==> src/rtl/cache_pkg.sv <==
// Shared types and address-field helpers for the L1 data cache.
package cache_pkg;

  localparam int unsigned DEF_ADDR_W     = 32;
  localparam int unsigned DEF_DATA_W     = 32;
  localparam int unsigned DEF_LINE_WORDS = 4;
  localparam int unsigned DEF_NUM_LINES  = 4;

  // Word-offset field width (word index within a line).
  function automatic int unsigned offset_w(input int unsigned line_words);
    return $clog2(line_words);
  endfunction

  // Line-index field width.
  function automatic int unsigned index_w(input int unsigned num_lines);
    return $clog2(num_lines);
  endfunction

  // Tag width: whatever is left above offset, index and the byte bits.
  function automatic int unsigned tag_w(input int unsigned addr_w,
                                        input int unsigned line_words,
                                        input int unsigned num_lines);
    return addr_w - offset_w(line_words) - index_w(num_lines) - 2;
  endfunction

  typedef enum logic [1:0] {
    ST_IDLE  = 2'd0,
    ST_EVICT = 2'd1,
    ST_FILL  = 2'd2
  } state_e;

  // Full cache line for the default configuration, word 0 in the LSBs.
  typedef logic [DEF_LINE_WORDS*DEF_DATA_W-1:0] line_t;

endpackage

==> src/rtl/cache_line_store.sv <==
// Tag/valid/dirty/data arrays: one combinational read port, one synchronous
// write port (single-word store or full-line refill).
module cache_line_store import cache_pkg::*; #(
  parameter int unsigned DATA_W     = DEF_DATA_W,
  parameter int unsigned LINE_WORDS = DEF_LINE_WORDS,
  parameter int unsigned NUM_LINES  = DEF_NUM_LINES,
  parameter int unsigned TAG_W      = tag_w(DEF_ADDR_W, DEF_LINE_WORDS, DEF_NUM_LINES),
  localparam int unsigned INDEX_W   = index_w(NUM_LINES),
  localparam int unsigned OFFSET_W  = offset_w(LINE_WORDS)
) (
  input  logic                                clk,
  input  logic                                rst_n,
  input  logic [INDEX_W-1:0]                  rd_idx_i,
  output logic                                rd_valid_o,
  output logic                                rd_dirty_o,
  output logic [TAG_W-1:0]                    rd_tag_o,
  output logic [LINE_WORDS-1:0][DATA_W-1:0]   rd_line_o,
  input  logic [INDEX_W-1:0]                  wr_idx_i,
  input  logic                                word_we_i,
  input  logic [OFFSET_W-1:0]                 wr_off_i,
  input  logic [DATA_W-1:0]                   wr_word_i,
  input  logic                                line_we_i,
  input  logic [TAG_W-1:0]                    wr_tag_i,
  input  logic [LINE_WORDS-1:0][DATA_W-1:0]   wr_line_i
);

  logic [NUM_LINES-1:0]              valid_q;
  logic [NUM_LINES-1:0]              dirty_q;
  logic [TAG_W-1:0]                  tag_q  [NUM_LINES];
  logic [LINE_WORDS-1:0][DATA_W-1:0] data_q [NUM_LINES];

  // Combinational read of the selected line.
  always_comb begin
    rd_valid_o = valid_q[rd_idx_i];
    rd_dirty_o = dirty_q[rd_idx_i];
    rd_tag_o   = tag_q[rd_idx_i];
    rd_line_o  = data_q[rd_idx_i];
  end

  // Valid/dirty bits: cleared by reset, set by refill / store.
  always_ff @(posedge clk) begin
    if (!rst_n) begin
      valid_q <= '0;
      dirty_q <= '0;
    end else if (line_we_i) begin
      valid_q[wr_idx_i] <= 1'b1;
      dirty_q[wr_idx_i] <= 1'b0;
    end else if (word_we_i) begin
      dirty_q[wr_idx_i] <= 1'b1;
    end
  end

  // Tag and data storage; not reset, qualified by the valid bits.
  always_ff @(posedge clk) begin
    if (line_we_i) begin
      tag_q[wr_idx_i]  <= wr_tag_i;
      data_q[wr_idx_i] <= wr_line_i;
    end else if (word_we_i) begin
      data_q[wr_idx_i][wr_off_i] <= wr_word_i;
    end
  end

endmodule

==> src/rtl/d_cache_ctrl.sv <==
// Direct-mapped write-back, write-allocate L1 data cache controller.
// Hits are served in one cycle; misses run EVICT (if dirty) then FILL.
module d_cache_ctrl import cache_pkg::*; #(
  parameter int unsigned ADDR_W     = DEF_ADDR_W,
  parameter int unsigned DATA_W     = DEF_DATA_W,
  parameter int unsigned LINE_WORDS = DEF_LINE_WORDS,
  parameter int unsigned NUM_LINES  = DEF_NUM_LINES
) (
  input  logic                         clk,
  input  logic                         rst_n,
  input  logic                         req_valid,
  input  logic                         req_write,
  input  logic [ADDR_W-1:0]            req_addr,
  input  logic [DATA_W-1:0]            req_wdata,
  output logic [DATA_W-1:0]            rd_data,
  output logic                         d_cache_miss,
  output logic                         enable_write_from_cache_to_memory,
  output logic                         mem_req,
  output logic                         mem_write,
  output logic [ADDR_W-1:0]            mem_addr,
  output logic [LINE_WORDS*DATA_W-1:0] mem_wline,
  input  logic [LINE_WORDS*DATA_W-1:0] mem_rline,
  input  logic                         mem_ready
);

  localparam int unsigned OFFSET_W   = offset_w(LINE_WORDS);
  localparam int unsigned INDEX_W    = index_w(NUM_LINES);
  localparam int unsigned TAG_W      = tag_w(ADDR_W, LINE_WORDS, NUM_LINES);
  localparam int unsigned BYTE_OFF_W = OFFSET_W + 2;
  localparam int unsigned LINE_W     = LINE_WORDS * DATA_W;

  // Request address fields.
  logic [OFFSET_W-1:0] req_off;
  logic [INDEX_W-1:0]  req_idx;
  logic [TAG_W-1:0]    req_tag;
  logic                addr_lsb_unused;

  assign req_off         = req_addr[OFFSET_W+1:2];
  assign req_idx         = req_addr[BYTE_OFF_W +: INDEX_W];
  assign req_tag         = req_addr[ADDR_W-1 -: TAG_W];
  assign addr_lsb_unused = ^req_addr[1:0];

  state_e              state_q, state_d;
  logic [INDEX_W-1:0]  idx_q, idx_d;
  logic [TAG_W-1:0]    req_tag_q, req_tag_d;
  logic                mem_req_q, mem_req_d;
  logic                mem_write_q, mem_write_d;
  logic [ADDR_W-1:0]   mem_addr_q, mem_addr_d;
  logic [LINE_W-1:0]   mem_wline_q, mem_wline_d;

  logic                              miss_c;
  logic                              evict_c;
  logic                              word_we;
  logic                              line_we;
  logic [INDEX_W-1:0]                arr_idx;
  logic                              rd_valid;
  logic                              rd_dirty;
  logic [TAG_W-1:0]                  rd_tag;
  logic [LINE_WORDS-1:0][DATA_W-1:0] rd_line;
  logic                              hit;

  // In IDLE the arrays follow the request; during a miss they follow the latched index.
  assign arr_idx = (state_q == ST_IDLE) ? req_idx : idx_q;
  assign hit     = rd_valid && (rd_tag == req_tag);

  cache_line_store #(
    .DATA_W     (DATA_W),
    .LINE_WORDS (LINE_WORDS),
    .NUM_LINES  (NUM_LINES),
    .TAG_W      (TAG_W)
  ) u_store (
    .clk        (clk),
    .rst_n      (rst_n),
    .rd_idx_i   (arr_idx),
    .rd_valid_o (rd_valid),
    .rd_dirty_o (rd_dirty),
    .rd_tag_o   (rd_tag),
    .rd_line_o  (rd_line),
    .wr_idx_i   (arr_idx),
    .word_we_i  (word_we),
    .wr_off_i   (req_off),
    .wr_word_i  (req_wdata),
    .line_we_i  (line_we),
    .wr_tag_i   (req_tag_q),
    .wr_line_i  (mem_rline)
  );

  // Next-state, memory-request and stall logic.
  always_comb begin
    state_d     = state_q;
    idx_d       = idx_q;
    req_tag_d   = req_tag_q;
    mem_req_d   = mem_req_q;
    mem_write_d = mem_write_q;
    mem_addr_d  = mem_addr_q;
    mem_wline_d = mem_wline_q;
    miss_c      = 1'b0;
    evict_c     = 1'b0;
    word_we     = 1'b0;
    line_we     = 1'b0;
    case (state_q)
      ST_IDLE: begin
        if (req_valid) begin
          if (hit) begin
            word_we = req_write;
          end else begin
            miss_c    = 1'b1;
            idx_d     = req_idx;
            req_tag_d = req_tag;
            mem_req_d = 1'b1;
            if (rd_valid && rd_dirty) begin
              state_d     = ST_EVICT;
              mem_write_d = 1'b1;
              mem_addr_d  = {rd_tag, req_idx, BYTE_OFF_W'(0)};
              mem_wline_d = rd_line;
            end else begin
              state_d     = ST_FILL;
              mem_write_d = 1'b0;
              mem_addr_d  = {req_tag, req_idx, BYTE_OFF_W'(0)};
            end
          end
        end
      end
      ST_EVICT: begin
        evict_c = 1'b1;
        if (mem_ready) begin
          state_d     = ST_FILL;
          mem_write_d = 1'b0;
          mem_addr_d  = {req_tag_q, idx_q, BYTE_OFF_W'(0)};
        end
      end
      ST_FILL: begin
        miss_c = 1'b1;
        if (mem_ready) begin
          line_we     = 1'b1;
          state_d     = ST_IDLE;
          mem_req_d   = 1'b0;
          mem_write_d = 1'b0;
        end
      end
      default: begin
        state_d   = ST_IDLE;
        mem_req_d = 1'b0;
      end
    endcase
  end

  // State and memory-interface registers.
  always_ff @(posedge clk) begin
    if (!rst_n) begin
      state_q     <= ST_IDLE;
      idx_q       <= '0;
      req_tag_q   <= '0;
      mem_req_q   <= 1'b0;
      mem_write_q <= 1'b0;
      mem_addr_q  <= '0;
      mem_wline_q <= '0;
    end else begin
      state_q     <= state_d;
      idx_q       <= idx_d;
      req_tag_q   <= req_tag_d;
      mem_req_q   <= mem_req_d;
      mem_write_q <= mem_write_d;
      mem_addr_q  <= mem_addr_d;
      mem_wline_q <= mem_wline_d;
    end
  end

  assign rd_data                           = rd_line[req_off];
  assign d_cache_miss                      = miss_c;
  assign enable_write_from_cache_to_memory = evict_c;
  assign mem_req                           = mem_req_q;
  assign mem_write                         = mem_write_q;
  assign mem_addr                          = mem_addr_q;
  assign mem_wline                         = mem_wline_q;

endmodule

==> config.mk <==
export PLATFORM = sky130hd
export DESIGN_NAME = d_cache_ctrl
export DESIGN_NICKNAME = d
export VERILOG_FILES = /design/src/rtl/cache_pkg.sv /design/src/rtl/cache_line_store.sv /design/src/rtl/d_cache_ctrl.sv
export SDC_FILE = /design/constraint.sdc
export NUM_CORES = 1
export LEC_CHECK = 0
export CORE_AREA = 4 4 278 417
export CTS_BUF_LIST = sky130_fd_sc_hd__clkbuf_2 sky130_fd_sc_hd__clkbuf_4 sky130_fd_sc_hd__clkbuf_8
export CTS_CLUSTER_SIZE = 40
export DETAILED_ROUTE_END_ITERATION = 10
export DIE_AREA = 0 0 282 421
export HOLD_SLACK_MARGIN = 0.12
export MAX_ROUTING_LAYER = met4
export PLACE_DENSITY_LB_ADDON = 0.15
export REMOVE_ABC_BUFFERS = 1
export SLEW_MARGIN = 10
export SYNTH_ARGS = -nofsm -noshare
export SYNTH_HDL_FRONTEND = slang
export SYNTH_SLANG_ARGS = --single-unit
==> constraint.sdc <==
create_clock -name clk -period 11.1 [get_ports clk]
set_clock_uncertainty 0.15 [all_clocks]
set_input_delay 2.22 -clock clk [delete_from_list [all_inputs] [get_ports clk]]
set_output_delay 2.22 -clock clk [all_outputs]
set_load 0.1 [all_outputs]
# Word level (Yosys, flattened, before mapping)
# Memory sizes are Yosys's and may differ from the RTL's.
# Index checks and enable logic that the tools add are counted.
dict set report word_totals {
  register_bits 200
  memories 2
  inputBits 197
  ramBits 616
}
# name words width read_ports rd_clocked_by_memory_dff wr line
set memory_table {}
lappend memory_table {u_store.data_q 4 128 1 0 1 cache_line_store.sv:30} ;# logic [LINE_WORDS-1:0][DATA_W-1:0] data_q [NUM_LINES];
lappend memory_table {u_store.tag_q 4 26 1 0 1 cache_line_store.sv:29} ;# logic [TAG_W-1:0] tag_q [NUM_LINES];
dict set report op_classes {
  n_reduce_logical 15
  n_eq_ne 8
  n_mux 174
  n_lt_le_gt_ge 4
  bitwise 134
}
# cell count
set op_table {}
lappend op_table {{32-bit 2-to-1 mux} 6}
lappend op_table {{1-bit 2-to-1 mux} 149}
lappend op_table {{128-bit 2-to-1 mux} 1}
lappend op_table {{1-bit OR} 128}
lappend op_table {{32-bit binary-select mux with 2-bit select} 1}
lappend op_table {{32-bit demux with 2-bit select} 1}
lappend op_table {{32-bit case mux with 2 select lines} 1}
lappend op_table {{26-bit equality test} 1}
lappend op_table {{4-bit AND reduction} 5}
lappend op_table {{2-bit 2-to-1 mux} 6}
lappend op_table {{4-bit 2-to-1 mux} 2}
lappend op_table {{2-bit inequality test, second input constant} 4}
lappend op_table {{4-bit OR} 2}
lappend op_table {{2-bit by 3-bit less-than comparator with 1-bit output, second input constant} 2}
lappend op_table {{2-bit case mux with 3 select lines} 1}
lappend op_table {{2-bit nonzero test} 3}
lappend op_table {{4-bit AND} 1}
lappend op_table {{1-bit binary-select mux with 2-bit select} 2}
lappend op_table {{2-bit by 1-bit greater-or-equal comparator with 1-bit output, second input constant} 2}
lappend op_table {{1-bit logical AND} 4}
lappend op_table {{4-bit inverter} 1}
lappend op_table {{1-bit case mux with 2 select lines} 2}
lappend op_table {{1-bit case mux with 3 select lines} 1}
lappend op_table {{3-bit AND reduction} 1}
lappend op_table {{other kinds (7)} 8}

# Logic depth before layout (Yosys ltp)
dict set report logic_depth {
  ltp_word 12
  ltp_mapped 18
  mapped_depth_nobuf 11
}

# Modules after synthesis
# Synthesis repeated with hierarchy kept, for this count alone.
dict set report hier_totals {
  hier_cells 2011
  area_unflattened_um2 32886.5
}
# module area_each_um2 n_inst seq_area_each_um2 cells_each
set modules_own_cells {}
lappend modules_own_cells {cache_line_store 24289.5 1 18657.9 1010}
lappend modules_own_cells {d_cache_ctrl 8597.0 1 3763.6 1001}

# Worst setup path before layout
# OpenSTA, ideal clock, no wires.
dict set report synth_timing {
  path_kind {in2out}
  startpoint {input port req_addr[5]}
  endpoint {output port d_cache_miss}
  required_time_ns 8.730
  stages 11
  arrival_time_ns 5.446
  slack_ns 3.284
  path_buffers 3
  cell_sequence {clkbuf_1 inv_1 a32oi_1 o2111ai_1 xnor2_1 or3_1 or4b_1 o21ai_2 buf_4 buf_2 nand2b_1}
}
dict set report synth_between {
  elab_chain_len 7
  word_cells_on_any_way 9
  classes_between {eq/ne (1); mux (6); reduce/logical (1); memory (1)}
}
# item line
set synth_lines {}
lappend synth_lines {{start: declaration} d_cache_ctrl.sv:13} ;# input logic [ADDR_W-1:0] req_addr,
lappend synth_lines {{2-bit 2-to-1 mux *} d_cache_ctrl.sv:63} ;# assign arr_idx = (state_q == ST_IDLE) ? req_idx : idx_q;
lappend synth_lines {{memory read 4 x 26 bit or 1-bit binary-select mux with 2-bit select (tied branches)} --}
lappend synth_lines {{26-bit equality test or 1-bit 2-to-1 mux (tied branches)} {d_cache_ctrl.sv:64, cache_line_store.sv:34}}
lappend synth_lines {{1-bit logical AND *} d_cache_ctrl.sv:64} ;# assign hit = rd_valid && (rd_tag == req_tag);
lappend synth_lines {{1-bit 2-to-1 mux *} d_cache_ctrl.sv:104} ;# if (hit) begin
lappend synth_lines {{1-bit 2-to-1 mux *} d_cache_ctrl.sv:103} ;# if (req_valid) begin
lappend synth_lines {{1-bit case mux with 2 select lines *} d_cache_ctrl.sv:101} ;# case (state_q)
lappend synth_lines {{end: declaration} d_cache_ctrl.sv:16} ;# output logic d_cache_miss,
# Every way passes the cells marked *; elsewhere a longest branch is shown, timed or not. The select of a mux whose other input is x is not followed.

# Worst setup path in the final report
# Ends and elaborated chain as after synthesis.

==> summary.md <==
## Timing
* **worst setup slack after layout** 1.522 ns
* **final worst-path cycle share** 86.29%
* **clock period minus worst slack** 9.578 ns
* **Rel. slew slack** 18.64%
* **Max Clock Freq** 104.4 MHz
* **number of failing setup endpoints in the final timing report** 0
* **worst slack on hold paths** 0.3031 ns
* **setup repair after global routing missed its margin** no
* **number of pins exceeding their max-slew limit in the final report** 0
* **hold violation count in the final report** 0
* **final-layout setup total negative slack** 0 ns
* **Worst-Margin Slew** 1.217 ns

## Hold path
* **type of the worst min-delay path** reg2reg
* **hold path startpoint** mem_addr[7]
* **Min-Delay Endpoint** mem_addr[7]
* **number of instances on the worst hold path** 2

## CTS
* **Post-CTS Hold Buffers** 0
* **cts repair resizes** 0
* **clock insertion delay at the later pin of the skew report** 0.82 ns
* **cts bufs inserted** 134
* **clock-pin slew on the worst setup and hold paths** 0.05 ns
* **master cell of the clock root buffer** sky130_fd_sc_hd__clkbuf_8
* **number of buffers on the longest clock path** 3
* **CTS tree** yes
* **H-tree levels** 4
* **CTS sink cnt** 812
* **post-CTS setup buffers** 0

## Drt
* **drt initial violations** 1384
* **Antenna Violating Nets Remaining** 0
* **detailed-route via count** 21350
* **DRC violations left** 0
* **overall routed net length** 112900 um
* **routed wire length per instance** 27.08 um
* **post-DR vias/cell** 5.121
* **detailed-routing iteration count for the pre-antenna-repair pass** 6

## Status
* **run status** complete, no violations

## Worst setup path
* **crit start category** input pin
* **CP required** 8.73 ns
* **Data arrival, critical path** 7.21 ns
* **path depth of the worst reg2reg path** 14
* **setup slack, reg-to-reg** 4.31 ns
* **largest driver fanout on the critical path** 75
* **Reg-to-Reg End** u_store.data_q[3][76]
* **worst reg2reg startpoint** state_q[0]
* **capturing element type of the critical path** output port
* **critical path type** in2out

## Die
* **number of core rows** 151
* **Die H** 421 um
* **number of I/O pins** 393
* **Total Die Area** 118700 um^2
* **effective utilization at floorplan** 29.79%
* **core area** 112400 um^2
* **floorplan die width** 282 um

## Logic synthesis
* **warning count from the yosys run** 0
* **post-synthesis instance area** 33490 um^2
* **number of enable-type register cells in the synthesized netlist** 616
* **sequential area share after synthesis** 66.95%
* **most frequently used flop master after synthesis** sky130_fd_sc_hd__edfxtp_1
* **Mean Syn Cell Area** 15.32 um^2
* **number of storage elements in the synthesis netlist** 812
* **Async SR Flop Fraction** 0%
* **number of instances in the synthesized netlist** 2186
* **Yosys cell types** 62

## GRT
* **wire length of the first global-routing pass** 161500 um
* **pin count of the biggest net entering global routing** 158
* **via count of the first global-routing pass** 22710
* **number of antenna violations at the first check in global routing** 8
* **Tot GR Track Use** 19.43%
* **grt ovf** 0

## Placed design
* **buffers added on ports** 386
* **placed standard-cell area** 39210 um^2
* **routability congestion estimate from global placement** 0.7746
* **hpwl dp** 71240 um
* **worst setup timing slack at the placement stage** 1.468 ns

## Layout
* **final cell area excluding filler cells** 42070 um^2
* **fraction of final layout cells with drive strength greater than 1** 22.30%
* **final-stage net count** 2801
* **Area Growth Syn to Fin** 25.60%

## Run
* **total of max-cap violations** 0

## Pwr
* **worst voltage drop across the vdd grid** 115.0 uV
* **cell leakage power** 13.57 nW
* **power per unit of standard cell area** 213.3 nW/um^2

[area by class of cell]
cell class | count | area [um^2]
antenna | 7 | 17.52
clock buffer | 192 | 2336
clock inverter | 52 | 508.0
fill | 10660 | 70350
inverter | 14 | 60.06
multi-input combinational | 1193 | 10490
sequential | 812 | 22420
tap | 1453 | 1818
timing repair buffer | 446 | 4417
[power by group]
part | leakage [nW] | switching (mW) | total, mW | internal, mW
Combinational | 4.88 | 1.84 | 2.60 | 0.760
Clock | 1.50 | 1.25 | 2.81 | 1.56
Sequential | 7.18 | 0.0880 | 3.56 | 3.48
Total | 13.6 | 3.18 | 8.97 | 5.79
[layout by cell type (no fill, tap or decap), types with 5 or more instances in the layout]
cell type / synthesis / routed
sky130_fd_sc_hd__nand2b_1: 8 / 8
sky130_fd_sc_hd__o2111ai_1: 10 / 10
sky130_fd_sc_hd__o21bai_1: 10 / 10
sky130_fd_sc_hd__nand3b_1: 5 / 5
sky130_fd_sc_hd__nand2_1: 131 / 131
sky130_fd_sc_hd__clkdlybuf4s50_1: 0 / 384
sky130_fd_sc_hd__clkinv_1: 0 / 19
sky130_fd_sc_hd__mux2_1: 16 / 16
sky130_fd_sc_hd__a21o_1: 6 / 6
sky130_fd_sc_hd__xor2_1: 13 / 13
sky130_fd_sc_hd__nor2_1: 50 / 38
sky130_fd_sc_hd__nand4_1: 7 / 7
sky130_fd_sc_hd__dfxtp_1: 196 / 196
sky130_fd_sc_hd__diode_2: 0 / 7
sky130_fd_sc_hd__clkbuf_8: 0 / 143
sky130_fd_sc_hd__mux2i_1: 46 / 45
sky130_fd_sc_hd__nor2_4: 0 / 12
sky130_fd_sc_hd__mux4_2: 169 / 169
sky130_fd_sc_hd__o21ai_0: 166 / 166
sky130_fd_sc_hd__mux2_2: 109 / 109
sky130_fd_sc_hd__a21oi_1: 176 / 172
sky130_fd_sc_hd__clkinv_2: 0 / 12
sky130_fd_sc_hd__nor3b_1: 6 / 6
sky130_fd_sc_hd__edfxtp_1: 616 / 616
sky130_fd_sc_hd__o211ai_1: 9 / 9
sky130_fd_sc_hd__nand3_1: 159 / 159
sky130_fd_sc_hd__nor3_1: 11 / 7
sky130_fd_sc_hd__a211oi_1: 6 / 5
sky130_fd_sc_hd__buf_4: 7 / 54
sky130_fd_sc_hd__xnor2_1: 9 / 9
sky130_fd_sc_hd__bufinv_16: 0 / 8
sky130_fd_sc_hd__mux2_4: 6 / 5
sky130_fd_sc_hd__and2_1: 6 / 6
sky130_fd_sc_hd__clkbuf_4: 0 / 49
sky130_fd_sc_hd__nor4bb_1: 7 / 7
sky130_fd_sc_hd__a41o_1: 7 / 7
sky130_fd_sc_hd__inv_1: 12 / 12
[worst max path at each step]
stage,startpoint,end,slack (ns),cells after the start
global placement,req_addr[5],d_cache_miss,1.46,10
CTS,req_addr[5],d_cache_miss,1.45,10
floorplan,req_addr[4],mem_wline[0],-14.42,6
detailed placement,req_addr[5],d_cache_miss,1.47,10
finish,req_addr[5],d_cache_miss,1.52,10
global route,req_addr[5],d_cache_miss,1.29,10
[kinds of logic after synthesis]
family,synth area share (%)
flops,66.95
compound gates,6.844
simple gates,5.824
mux,17.21
buf+inv,2.477
xor+xnor,0.5753
fa+ha+maj,0.1121
other cells,0.01120
[registers in the layout, indices dropped and copies added (netlist names), named ones only]
signal	flops
u_store.valid_q	4
mem_wline	128
u_store.data_q	512
u_store.tag_q	104
state_q	2
mem_addr	28
mem_write	1
idx_q	2
req_tag_q	26
mem_req	1
[critical path, cell delays in order]
cell and delay, ns:
sky130_fd_sc_hd__clkdlybuf4s50_1 0.75, sky130_fd_sc_hd__mux2_8 0.78, sky130_fd_sc_hd__mux2i_1 0.25, sky130_fd_sc_hd__a211o_1 0.33, sky130_fd_sc_hd__o21ai_0 0.37, sky130_fd_sc_hd__or4bb_1 0.56
sky130_fd_sc_hd__or4_1 0.59, sky130_fd_sc_hd__o21ai_4 0.22, sky130_fd_sc_hd__nand2b_1 0.11, sky130_fd_sc_hd__clkdlybuf4s50_1 0.98
[per-layer routing]
metal  track usage, %  share of wire [%]  vias to the layer above
li1                 -                  -                     9397
met1            24.05                 41                    11040
met2            32.26                 51                      734
met3            3.460                5.5                      181
met4            6.483                2.8                        0
met5                -                  0                        -
[cell usage after synthesis, drive strengths merged, types with 9 or more instances]
cell	n	area [um^2]
o21ai	169	849.6
nor2	50	187.7
mux2i	46	460.4
mux2	131	1498
o2111ai	10	87.58
inv	14	52.55
o211ai	9	67.56
nand2	131	491.7
nor3	11	55.05
xor2	13	113.9
nand3	161	823.3
xnor2	9	78.83
edfxtp	616	18500
o21bai	10	75.07
a21oi	176	880.8
clkbuf	117	449.2
dfxtp	196	3924
buf	53	327.8
mux4	169	3806
[metrics by stage]
stage	cells	total power, mW	utilization [%]
after floorplan	2019	5.488	-
after global routing	4169	9.344	37.42
after detailed placement	3918	6.264	34.88
final	4169	8.974	37.42
after global placement	3914	6.242	34.78
after CTS	4162	9.103	37.41
Power figures use the tool's default switching activity.
